## src/rtl/pkt_desc_fifo_ctrl.sv

```systemverilog
// Packet-descriptor FIFO controller around an external 1R1W block RAM with
// a 1-cycle registered read. A 2-entry read-ahead stage hides the RAM read
// latency and presents first-word-fall-through valid/ready descriptors.

package pkt_desc_pkg;
  typedef struct packed {
    logic [7:0]  flags;
    logic [15:0] len;
    logic [23:0] addr;
  } pkt_desc_type;
endpackage

module pkt_desc_fifo_ctrl
  import pkt_desc_pkg::*;
#(
  parameter int DEPTH_NBITS  = 4,
  parameter int DEPTH        = 1 << DEPTH_NBITS,  // derived, keep consistent
  parameter int AFULL_THRESH = DEPTH - 4
) (
  input  logic                   clk,
  input  logic                   rst,
  input  logic                   in_valid,
  input  pkt_desc_type           in_desc,
  output logic                   in_ready,
  output logic                   out_valid,
  output pkt_desc_type           out_desc,
  input  logic                   out_ready,
  output logic                   ram_wr,
  output logic [DEPTH_NBITS-1:0] ram_waddr,
  output pkt_desc_type           ram_din,
  output logic [DEPTH_NBITS-1:0] ram_raddr,
  input  pkt_desc_type           ram_dout,
  output logic [DEPTH_NBITS+1:0] desc_count,
  output logic                   desc_afull
);

  localparam int CW = DEPTH_NBITS + 2;
  localparam logic [DEPTH_NBITS:0] FULL = (DEPTH_NBITS+1)'(DEPTH);

  logic                   rst_q;
  logic [DEPTH_NBITS-1:0] wptr, rptr;
  logic [DEPTH_NBITS:0]   ram_used;
  logic                   rd_pend;
  logic [1:0]             ostage_occ;
  pkt_desc_type           ostage [2];

  logic                   accept, pop, issue;
  logic [2:0]             stage_load;
  logic [1:0]             occ_after_pop;
  logic [CW-1:0]          count_nxt;

  // Handshakes are decoded from registered state only, so in_ready has no
  // combinational path from in_valid or out_ready.
  assign in_ready  = !rst_q && (ram_used != FULL);
  assign accept    = in_valid && in_ready;
  assign out_valid = (ostage_occ != 2'd0);
  assign out_desc  = ostage[0];
  assign pop       = out_valid && out_ready;

  // Output-stage load after this cycle, counting a pending capture and a pop;
  // a new read may only be issued if its data will have a slot next cycle.
  assign stage_load    = 3'(ostage_occ) + 3'(rd_pend) - 3'(pop);
  assign issue         = (ram_used != '0) && (stage_load < 3'd2);
  assign occ_after_pop = ostage_occ - 2'(pop);

  assign ram_wr    = accept;
  assign ram_waddr = wptr;
  assign ram_din   = in_desc;
  assign ram_raddr = rptr;

  assign desc_count = CW'(ram_used) + CW'(rd_pend) + CW'(ostage_occ);
  assign count_nxt  = desc_count + CW'(accept) - CW'(pop);

  // Pointer, occupancy and almost-full bookkeeping.
  always_ff @(posedge clk) begin
    rst_q <= rst;
    if (rst) begin
      wptr       <= '0;
      rptr       <= '0;
      ram_used   <= '0;
      rd_pend    <= 1'b0;
      ostage_occ <= '0;
      desc_afull <= 1'b0;
    end else begin
      if (accept) wptr <= wptr + 1'b1;
      if (issue)  rptr <= rptr + 1'b1;
      case ({accept, issue})
        2'b10:   ram_used <= ram_used + 1'b1;
        2'b01:   ram_used <= ram_used - 1'b1;
        default: ;
      endcase
      rd_pend    <= issue;
      ostage_occ <= ostage_occ + 2'(rd_pend) - 2'(pop);
      desc_afull <= (count_nxt >= CW'(AFULL_THRESH));
    end
  end

  // Output-stage data: shift on pop, then land RAM data in the first free
  // slot; the later assignment wins when both target the head.
  always_ff @(posedge clk) begin
    if (pop) ostage[0] <= ostage[1];
    if (rd_pend) begin
      if (occ_after_pop == 2'd0) ostage[0] <= ram_dout;
      else                       ostage[1] <= ram_dout;
    end
  end

  a_no_accept_full: assert property (@(posedge clk) disable iff (rst)
    accept |-> (ram_used != FULL));
  a_no_pop_empty: assert property (@(posedge clk) disable iff (rst)
    pop |-> (ostage_occ != 2'd0));
  a_pend_has_room: assert property (@(posedge clk) disable iff (rst)
    rd_pend |-> ((ostage_occ != 2'd2) || pop));

endmodule
```

## config.mk

```make
export PLATFORM = sky130hd
export DESIGN_NAME = pkt_desc_fifo_ctrl
export DESIGN_NICKNAME = d
export VERILOG_FILES = /design/src/rtl/pkt_desc_fifo_ctrl.sv
export SDC_FILE = /design/constraint.sdc
export NUM_CORES = 1
export LEC_CHECK = 0
export ABC_AREA = 1
export BUFFER_PORTS_ARGS = -buffer_cell sky130_fd_sc_hd__buf_2
export CAP_MARGIN = 20
export CORE_MARGIN = 4
export CORE_UTILIZATION = 35
export DETAILED_ROUTE_END_ITERATION = 8
export GPL_TIMING_DRIVEN = 0
export REMOVE_ABC_BUFFERS = 1
export SYNTH_ARGS = -nofsm -noshare
export SYNTH_HDL_FRONTEND = slang
export SYNTH_SLANG_ARGS = --single-unit
```

## constraint.sdc

```tcl
create_clock -name clk -period 5.2 [get_ports clk]
set_input_delay 0.52 -clock clk [delete_from_list [all_inputs] [get_ports clk]]
set_output_delay 0.52 -clock clk [all_outputs]
set_load 0.005 [all_outputs]
```

# == Word level (Yosys, flattened, before mapping) ==
# Memories as Yosys holds them, arrays and structs flattened.
# Index checks and enable logic that the tools add are counted.
# totals
ff_bits,18
ram_bits,96
inputBits,100
out_inout_bits,114
elab_cells,46
n_memories,1
# memory_table
name,words,width,rd,rd_ports_with_merged_regs,write_ports,line_no,text
ostage,2,48,2,0,2,45,pkt_desc_type ostage [2];
# classes
addsub,13
n_lt_le_gt_ge,2
n_eq_ne,3
muxes,10
n_bitwise,1
reduce_logical,9
# ops
op,n
two-way mux 48 bit,1
one-hot mux 5 bit (2 select lines),1
adder 4 x 1 -> 4 bit (second input constant),2
two-way mux 1 bit,8
adder 5 x 1 -> 6 bit,1
adder 6 x 1 -> 6 bit,1
adder 6 x 2 -> 6 bit,1
>= comparator 6 x 4 -> 1 bit (second input constant),1
subtractor 6 x 1 -> 6 bit,1
adder 5 x 1 -> 5 bit (second input constant),1
inequality test 5 bit (second input constant),1
nonzero test 5 bit,1
subtractor 5 x 1 -> 5 bit (second input constant),1
logical AND 1 bit,4
nonzero test 2 bit,2
subtractor 2 x 1 -> 2 bit,2
adder 2 x 1 -> 3 bit,1
< comparator 3 x 2 -> 1 bit (second input constant),1
subtractor 3 x 1 -> 3 bit,1
adder 2 x 1 -> 2 bit,1
equality test 2 x 1 -> 1 bit (second input constant),1
equality test 2 bit (second input constant),1
zero test 2 bit,1
zero test 1 bit,1
bitwise OR 1 bit,1

# == Depth between registers and ports, before layout ==
# Gate-level depths: netlist of run 1.
# logic_depth
depth_word,8
mapped_depth,18
mapped_depth_nobuf,18

# == Least setup slack after synthesis of run 1 ==
# OpenSTA, ideal clock, no wires.
# synth_path
path_kind,input-to-reg
from,in out_ready
to,"mem ostage[0][0] (netlist bit), enable pin"
setup_ns,0.407
arrival_time_ns,2.737
t_required_ns,4.793
path_slack_ns,2.057
stages,10
path_buffers,2
cell_sequence,inv_1 > a21oi_2 > nand2_2 > ha_1 > or2_4 > nor2_4 > inv_2 > buf_6 > buf_6 > nand2_1
# synth_rtl
item,line_no,text
from (decl),27,"input logic out_ready,"
to (decl),45,

==> results of run 1 <==
power by group:
part           switching, W  leakage (nW)  internal (W)
Sequential         0.000115          1.04       0.00146
Clock              0.000437         0.266      0.000659
Combinational       0.00107          1.49      0.000644
Total               0.00162          2.80       0.00276
worst reg2reg max path, stage by stage (launching register included):
cell	delay, ns
dfxtp_1	0.38
inv_2	0.10
a21oi_2	0.17
nand2_2	0.10
ha_1	0.28
or2_4	0.26
nor2_4	0.36
buf_12	0.25
inv_2	0.40
nand2_2	0.66
buf_12	0.27
layer usage:
layer  part of all wire [%]  track usage (%)
met1                     44             18.8
met2                     40             20.0
met3                     14             11.1
met4                    1.3             4.47
met5                   0.69             4.44
worst max-delay path by stage:
stage / endpoint / from / slack [ns] / cells after the start
4_1_cts: ostage[0][33]$_DFFE_PP_ / ostage_occ[1]$_SDFF_PP0_ / 1.50 / 10
2_1_floorplan: ostage[0][0]$_DFFE_PP_ / out_ready / 1.35 / 8
3_3_place_gp: ostage[0][15]$_DFFE_PP_ / out_ready / -0.28 / 9
3_5_place_dp: ostage[0][38]$_DFFE_PP_ / out_ready / 1.36 / 11
5_1_grt: ostage[0][22]$_DFFE_PP_ / ostage_occ[1]$_SDFF_PP0_ / 1.32 / 10
6_report: ostage[0][15]$_DFFE_PP_ / ostage_occ[1]$_SDFF_PP0_ / 1.64 / 10
registers in the layout, summed over array words and instances, names as in the netlist:
name        cells
ram_waddr       4
ram_raddr       4
ostage         96
ram_used        5
ostage_occ      2
rd_pend         1
desc_afull      1
rst_q           1
cell type report:
| type | instances | area (sq um) |
|---|---|---|
| Fill cell | 1550 | 9170 |
| Clock buffer | 17 | 425 |
| Timing Repair Buffer | 120 | 646 |
| Sequential cell | 114 | 3240 |
| Clock inverter | 15 | 133 |
| Inverter | 38 | 143 |
| Multi-Input combinational cell | 285 | 1410 |
| Tap cell | 211 | 264 |
kinds of logic after synthesis:
family | count (synthesis) | synth area share (%)
AOI/OAI and AO/OA | 24 | 2.28
xor gates and xnor gates | 11 | 1.72
adders and majority gates | 18 | 4.69
buffers and inverters | 148 | 17.0
DFF | 114 | 57.9
and+or+nand+nor | 232 | 16.4
synth_stat cells:
master	number
fa_1	5
nand4_1	3
nor2_1	12
or2_2	1
nand3_1	14
xnor2_1	7
inv_1	35
a21oi_1	15
clkbuf_1	3
nor4_1	1
nor2_4	1
xor2_1	4
buf_4	99
a21oi_2	1
dfxtp_1	18
nand2_1	197
o21ai_0	7
o21ai_2	1
ha_1	13
or2_4	1
inv_2	3
nand3b_1	1
buf_6	2
edfxtp_1	96
nand2_2	1
buf_2	6
stage by stage:
stage | setup TNS (ns) | util, % | cell area [sq um]
floorplan | 0 | - | 4790
global placement | -13.13 | 36.6 | 5640
detailed placement | 0 | 37.0 | 5700
CTS | 0 | 40.6 | 6260
global route | 0 | 40.6 | 6260
finish | 0 | 40.6 | 6260
==> run metrics, run 1 <==
syn avg cell area 10.2 sq um; First-pass DRT Iterations 4; Row Count 45; crit path DAT between 3 and 4 ns; maximum buffer depth of the clock tree 2; post-route ant nets 0; CTS sink cnt 114; Lkg Pwr 2.80 nW; mapped cell area 5600 sq um; HPWL after DPL 9670 microns; WHS Endpoint ostage[0][74]$_DFFE_PP_; r2r worst-path depth 10; worst reg2reg path startpoint ostage_occ[1]$_SDFF_PP0_; all-layer global routing usage 15.1%; total wire length 13700 microns; final setup fails 0; fmax 0.281 GHz; Synth top area share 51.5%; DIE HEIGHT 134 microns; DR DRC count 0; Final Wtd Congestion 0.833; CTS tree done; final worst-path cycle share 68.5%; Yosys Warn Count 0; GR Overflow Total 0; Fin. Hold Viols 0; DRT iter0 DRCs about 150; hold depth 1; largest net degree at the start of global routing 50; Post-Place Worst Slack around 1.4 ns; area leader, netlist edfxtp_1; Cell variety after synth 26; Critical Path Start Type flip-flop; cts-stage hold buffer count 0; post-CTS sizing 0; Clk Latency, worst-skew pair just over 0.4 ns; ratio of cells with drive above 1 in the final layout 27.7%; Slew Limit Fails 0; worst rel slew slack 38.5%; CP bufs+invs 4; Setup Skew 0.00679 ns; wire per inst 17.1 microns; die area around 18000 sq um; Port Buffer Count 117; most common cell after layout, fill and taps aside nand2_1; initial core utilization 36.3%; RSZ-0062 raised after global routing false; io pins 214; placed cell count 768; Min Clock Period, post-route 3.56 ns; CP max stage cell nand2_2; first-pass GRT wire length 20300 microns; Clock transition at path regs 0.06 ns; Final Instance Count excl. Fillers 800; Post-CTS Setup Bufs 0; Power, Total 0.00438 W; Top delay family on crit path simple AND/OR/NAND/NOR gates; VDD IR max 0.468 mV; CP max FO slightly below 50; CTS H-tree depth 4; final worst slack 1.64 ns; Worst Hold Class input port to flip-flop; nets@finish just under 700; clock root cell clkbuf_16; diode count 0; cell count after synthesis 547; FF-to-FF End ostage[0][15]$_DFFE_PP_; Area Overhead vs Synth 11.8%; main area contributors after synthesis edfxtp_1 51%, buf_4 13%, nand2_1 13%, dfxtp_1 6.4%, ha_1 2.9%; flop2flop setup slack 1.64 ns; hold slack 0.300 ns; commonest non-fill, non-tap cells in the layout 196 x nand2_1, 117 x buf_2, 96 x edfxtp_1, 34 x inv_1, 18 x dfxtp_1; power per cell area 700 nW/um^2; CP cell instances inv_2 > a21oi_2 > nand2_2 > ha_1 > or2_4 > nor2_4 > buf_12 > inv_2 > nand2_2 > buf_12; initial antenna violation count 1; worst path required time approximately 5.3 ns; DR vias between 3k and 4k; Placeable Area 15400 sq um; total CTS buffers 17; Worst-Margin Slew 0.921 ns; fraction of the yosys area taken by sequential cells 57.9%; Synth Register Bits 114; HP Start ram_dout[26]; via-per-instance ratio 4.52; vias in the first global route roughly 3.5k; status completed; number of max-cap violations 0; die span in x roughly 130 microns; Worst setup EP type flip-flop; critical path type flip-flop to flip-flop; slowest stage delay, CP 0.65 ns
Note: power is estimated with default switching activity, not from simulation.
==> run 2, diff against run 1 <==
==> constraint.sdc (replaced) <==
create_clock -name clk -period 3.6 [get_ports clk]
set_input_delay 0.36 -clock clk [delete_from_list [all_inputs] [get_ports clk]]
set_output_delay 0.36 -clock clk [all_outputs]
set_load 0.005 [all_outputs]
==> run metrics, run 2 (synthesized netlist as in run 1, its figures left out) <==
crit path DAT 3.61 ns (-0.06 ns); Clock transition at path regs 0.06 ns (about the same); Post-CTS Setup Bufs 0 (unchanged); Worst setup EP type flip-flop; r2r worst-path depth 16 (+6); hold depth 1 (unchanged); met3 usage 11.1% (unchanged); initial antenna violation count 1 (unchanged); Reg area 3240 sq um (unchanged); fin area 6280 sq um (+0.26%); worst path required time 3.94 ns (-1.37 ns); Port Buffer Count 117 (unchanged); total CTS buffers 17 (unchanged); VDD IR max 0.686 mV (+47%); post-route setup TNS 0 ns (unchanged); vias in the first global route 3502 (+0.057%); Fin. Hold Viols 0 (unchanged); CTS H-tree depth 4 (unchanged); Row Count 45 (unchanged); number of max-cap violations 0 (unchanged); hold slack 0.137 ns (-0.163 ns); GR Overflow Total 0 (unchanged); end-of-flow core utilization 40.7% (+0.11 points); CP max FO 7 (-86%); First-pass DRT Iterations 4 (unchanged); max FFs per register 96 (unchanged); Min Clock Period, post-route 3.26 ns (-0.298 ns); Placeable Area 15400 sq um (unchanged); Worst Hold Class input port to flip-flop; DR DRC count 0 (unchanged); multi-input logic area 1430 sq um (+1.2%); status completed; initial core utilization 36.3% (unchanged); all-layer global routing usage 15.0% (-0.016 points); ratio of cells with drive above 1 in the final layout 27.8% (+0.17 points); die area 18100 sq um (unchanged); placed cell count 768 (unchanged); commonest non-fill, non-tap cells in the layout 196 x nand2_1, 117 x buf_2, 96 x edfxtp_1, 34 x inv_1, 18 x dfxtp_1; dpl cell area 5700 sq um (unchanged); diode count 0 (unchanged); DR vias 3586 (-0.72%); worst rel slew slack 34.3% (-4.2 points); power per cell area 1010 nW/um^2 (+45%); CTS sink cnt 114 (unchanged); Critical Path Start Type flip-flop; maximum buffer depth of the clock tree 2 (unchanged); Slew Limit Fails 0 (unchanged); DRT iter0 DRCs 152 (unchanged); most common cell after layout, fill and taps aside nand2_1; clock root cell clkbuf_16; DIE HEIGHT 134 microns (unchanged); filler cell count 1548 (-0.13%); total wire length 13700 microns (about the same); Top Registers ostage: 96 flops, ram_used: 5 flops; met1 GRT Util 18.8% (+0.048 points); met2 Use GR 19.9% (-0.11 points); Final Wtd Congestion 0.833 (unchanged); critical path type flip-flop to flip-flop; Biggest register ostage; die span in x 134 microns (unchanged); Area Overhead vs Synth 12.1%; via-per-instance ratio 4.48 (-0.72%); fmax 0.306 GHz (+9.1%); post-route ant nets 0 (unchanged); Top Usage Layer GRT met2; final setup fails 0 (unchanged); Setup Skew 0.00687 ns (+0.0000775 ns); CTS tree done; RSZ-0062 raised after global routing false; final worst-path cycle share 90.7% (+22 points); Clk Latency, worst-skew pair 0.41 ns (about the same); first-pass GRT wire length 20200 microns (-0.10%); Lkg Pwr 2.80 nW (about the same); HPWL after DPL 9670 microns (unchanged); wire per inst 17.1 microns (about the same); Worst-Margin Slew 0.984 ns (+0.0635 ns); nets@finish 694 (unchanged); cts-stage hold buffer count 0 (unchanged); Final Instance Count excl. Fillers 800 (unchanged); largest net degree at the start of global routing 50 (unchanged); io pins 214 (unchanged)
run 2: metal layers:
layer,routed length (microns),vias up
li1,-,1730
met1,6040,1626
met2,5470,201
met3,1870,23
met4,205,6
met5,95,-
run 2: power breakdown:
group	internal, W	switching (W)
clock network	0.000951	0.000631
logic	0.000950	0.00156
registers	0.00210	0.000165
run 2: what timing repair did:
action                     4_1_cts  5_1_grt
gates resized for setup          1        2
cloned                           0        0
setup endpoints to repair       25       26
hold endpoints to repair         0        0
run 2: critical path: stages, from the launching register on:
cell and delay [ns]:
dfxtp_1 0.38, inv_2 0.10, a21oi_2 0.17, nand2_2 0.10
o21ai_2 0.08, ha_1 0.17, fa_1 0.44, nor2_1 0.12
nand2_1 0.15, inv_1 0.16, ha_2 0.26, inv_1 0.07
fa_1 0.40, o21ai_0 0.24, xor2_1 0.17, nand2_1 0.06
a21oi_1 0.13
run 2: worst paths after layout:
path / end / slack [ns] / start
worst max-delay path: ram_used[4]$_SDFFE_PP0P_ / 0.34 / ostage_occ[1]$_SDFF_PP0_
worst min-delay path: ostage[0][74]$_DFFE_PP_ / 0.14 / ram_dout[26]
worst max register to register: ram_used[4]$_SDFFE_PP0P_ / 0.34 / ostage_occ[1]$_SDFF_PP0_
worst min register to register: ram_raddr[3]$_SDFFE_PP0P_ / 0.50 / ram_raddr[3]$_SDFFE_PP0P_
run 2: final cells by class:
class                   count  area share (%)
repair buffers            120            10.3
inverters                  38            2.27
well taps                 211            4.20
clock buffers              17            6.78
flip-flops and latches    114            51.7
clock inverters            15            2.11
multi-input cells         285            22.7
run 2: through the flow:
step	total power, W	worst slack, ns
final	0.00637	0.336
after global routing	0.00685	0.0222
after CTS	0.00644	0.123
after detailed placement	0.00482	-0.0762
after global placement	0.00467	-1.73
after floorplan	0.00386	-0.183
==> run 3, diff against run 2 <==
--- a/config.mk
+++ b/config.mk
@@ -5,7 +5,6 @@
 export SDC_FILE = /design/constraint.sdc
 export NUM_CORES = 1
 export LEC_CHECK = 0
-export ABC_AREA = 1
 export BUFFER_PORTS_ARGS = -buffer_cell sky130_fd_sc_hd__buf_2
 export CAP_MARGIN = 20
 export CORE_MARGIN = 4
==> run metrics, run 3 <==
fmax 0.299 GHz (-2.4%); Critical Path Start Type flip-flop; Placeable Area 15300 sq um (-1.1%); number of max-cap violations 0 (unchanged); most common cell after layout, fill and taps aside buf_2; asr flop ratio synth 0% (unchanged); mapped cell area 5480 sq um (-2.2%); Synth Flop Type edfxtp_1; CP max stage cell fa_1; status completed; number of flops mapped to enable cells by yosys 96 (unchanged); CTS sink cnt 114 (unchanged); final setup fails 0 (unchanged); RSZ-0062 raised after global routing false; cell count after synthesis 396 (-28%); Min Clock Period, post-route 3.35 ns (+0.0818 ns); maximum buffer depth of the clock tree 2 (unchanged); flop2flop setup slack 0.25 ns (-0.08 ns); GR Overflow Total 0 (unchanged); slowest stage delay, CP 0.50 ns (+0.06 ns); initial core utilization 35.9% (-0.41 points); DR DRC count 0 (unchanged); Top Registers ostage: 96 flops, ram_used: 5 flops; crit path DAT 3.69 ns (+0.08 ns); Clock transition at path regs 0.06 ns (about the same); CTS tree done; max FFs per register 96 (unchanged); HPWL after DPL 9080 microns (-6.1%); syn avg cell area 13.8 sq um (+35%); Port Buffer Count 117 (unchanged); wire per inst 19.5 microns (+14%); most numerous cell in the Yosys netlist buf_4; io pins 214 (unchanged); first-pass GRT wire length 18900 microns (-6.6%); First-pass DRT Iterations 4 (unchanged); worst rel slew slack 48.6% (+14 points); clock root cell clkbuf_16; end-of-flow core utilization 40.8% (+0.090 points); DR vias 3036 (-15%); total wire length 12800 microns (-6.7%); WHS Endpoint ostage[0][70]$_DFFE_PP_; all-layer global routing usage 14.4% (-0.67 points); Slew Limit Fails 0 (unchanged); worst reg2reg path startpoint ostage_occ[0]$_SDFF_PP0_; cts-stage hold buffer count 0 (unchanged); critical path type flip-flop to flip-flop; Worst Hold Class input port to flip-flop; Final Wtd Congestion 0.716 (-14%); die span in x 133 microns (-1.0%); vias in the first global route 3073 (-12%); DIE HEIGHT 133 microns (-1.0%); die area 17700 sq um (-2.1%); Clk Latency, worst-skew pair 0.41 ns (about the same); Row Count 45 (unchanged); via-per-instance ratio 4.64 (+3.4%); FF-to-FF End ram_used[4]$_SDFFE_PP0P_; VDD IR max 0.584 mV (-15%); filler cell count 1409 (-9.0%); post-route ant nets 0 (unchanged); initial antenna violation count 1 (unchanged); largest net degree at the start of global routing 35 (-30%); Post-Place Worst Slack -0.276 ns (-0.199 ns); commonest non-fill, non-tap cells in the layout 117 x buf_2, 96 x edfxtp_1, 31 x mux2_1, 18 x dfxtp_1; DRT iter0 DRCs 121 (-20%); hold depth 1 (unchanged); Synth Register Bits 114 (unchanged); Biggest register ostage; HP Start ram_dout[22]; CP cell instances nand3b_1 > o21ai_2 > ha_1 > fa_1 > a211oi_4 > ha_4 > inv_1 > fa_1 > nor2b_1 > o21ai_1 > and3_1 > or4_1 > a21oi_1; Area Overhead vs Synth 13.7%; Worst setup EP type flip-flop; worst path required time 3.94 ns (about the same); nets@finish 549 (-21%); power per cell area 893 nW/um^2 (-12%); final worst slack 0.254 ns (-0.0818 ns); most used cell, CP fa_1; fraction of the yosys area taken by sequential cells 59.2% (+1.3 points); Cell variety after synth 45 (+73%); Synth top area share 52.7% (+1.2 points); total CTS buffers 17 (unchanged); CP max FO 4 (-3); Fin. Hold Viols 0 (unchanged); Setup Skew 0.00932 ns (+0.00246 ns); Worst-Margin Slew 0.769 ns (-0.215 ns); ratio of cells with drive above 1 in the final layout 40.3% (+12 points); diode count 0 (unchanged); CTS H-tree depth 4 (unchanged); main area contributors after synthesis edfxtp_1 53%, buf_4 13%, dfxtp_1 6.6%, mux2_1 6.4%, mux2_2 3.5%; r2r worst-path depth 13 (-3); Commonest cells post-synth 98 x buf_4, 96 x edfxtp_1, 31 x mux2_1, 18 x dfxtp_1, 17 x mux2_2; area leader, netlist edfxtp_1; Lkg Pwr 2.44 nW (-13%); final worst-path cycle share 93.0% (+2.3 points); Yosys Warn Count 0 (unchanged)
run 3: worst max-delay path by stage:
stage | from | end | slack (ns) | cells past startpoint
3_5_place_dp | out_ready | ram_used[4]$_SDFFE_PP0P_ | -0.28 | 15
5_1_grt | ostage_occ[1]$_SDFF_PP0_ | ram_used[4]$_SDFFE_PP0P_ | 0.05 | 13
2_1_floorplan | ostage_occ[0]$_SDFF_PP0_ | ostage[0][0]$_DFFE_PP_ | -0.19 | 5
3_3_place_gp | out_ready | ostage[0][24]$_DFFE_PP_ | -2.07 | 6
6_report | ostage_occ[0]$_SDFF_PP0_ | ram_used[4]$_SDFFE_PP0P_ | 0.25 | 13
4_1_cts | ostage_occ[1]$_SDFF_PP0_ | ram_used[4]$_SDFFE_PP0P_ | 0.1 | 13
run 3: worst max-delay path, delay by kind of cell (launching register included):
family / cells / cell delay [ns]
adder cells (fa/ha/maj): 4 / 1.28
AND/OR/NAND/NOR: 4 / 0.96
AO/OA/AOI/OAI: 4 / 0.61
flip-flops: 1 / 0.36
buffers and inverters: 1 / 0.07
run 3: cells by family (layout without fill, tap and decap cells):
kind of cell	count (synthesis)	after routing	synth area share (%)
buffers and inverters	120	168	15.2
DFF	114	114	59.2
and+or+nand+nor	52	52	4.78
muxes	50	50	10.2
AOI/OAI and AO/OA	30	30	3.75
adders and majority gates	18	18	4.80
xor gates and xnor gates	12	12	2.06
run 3: area by class of cell:
class | instances | area, sq um | area share (%)
flip-flops and latches | 114 | 3240 | 52.1
well taps | 211 | 264 | 4.24
multi-input cells | 162 | 1440 | 23.1
inverters | 15 | 56.3 | 0.905
clock inverters | 14 | 139 | 2.23
clock buffers | 18 | 429 | 6.90
repair buffers | 121 | 653 | 10.5
run 3: metal layers:
metal / share of wire, % / track usage [%]
met1: 41 / 17.0
met2: 41 / 18.9
met3: 16 / 12.4
met4: 0.75 / 3.87
met5: 0.75 / 4.44
run 3: power by group:
group	internal [W]	total (W)	switching (W)	leakage [nW]
logic	0.000886	0.00190	0.00101	1.14
clock network	0.00101	0.00161	0.000596	0.269
registers	0.00192	0.00205	0.000130	1.04
run 3: what timing repair did:
action / 4_1_cts / 5_1_grt
resized for setup: 1 / 3
pin swaps: 1 / 0
setup buffers: 1 / 0
endpoints found under the setup margin: 1 / 1
run 3: stage by stage:
step | hold slack, ns | cells | TNS, ns | power (W) | instance area (sq um)
after detailed placement | 0.490 | 622 | -0.276 | 0.00395 | 5620
after global routing | 0.116 | 655 | 0 | 0.00593 | 6220
after global placement | 0.483 | 619 | -167.70 | 0.00386 | 5550
after floorplan | 0.388 | 291 | -8.94 | 0.00325 | 4700
final | 0.136 | 655 | 0 | 0.00555 | 6220
after CTS | 0.118 | 655 | 0 | 0.00562 | 6210
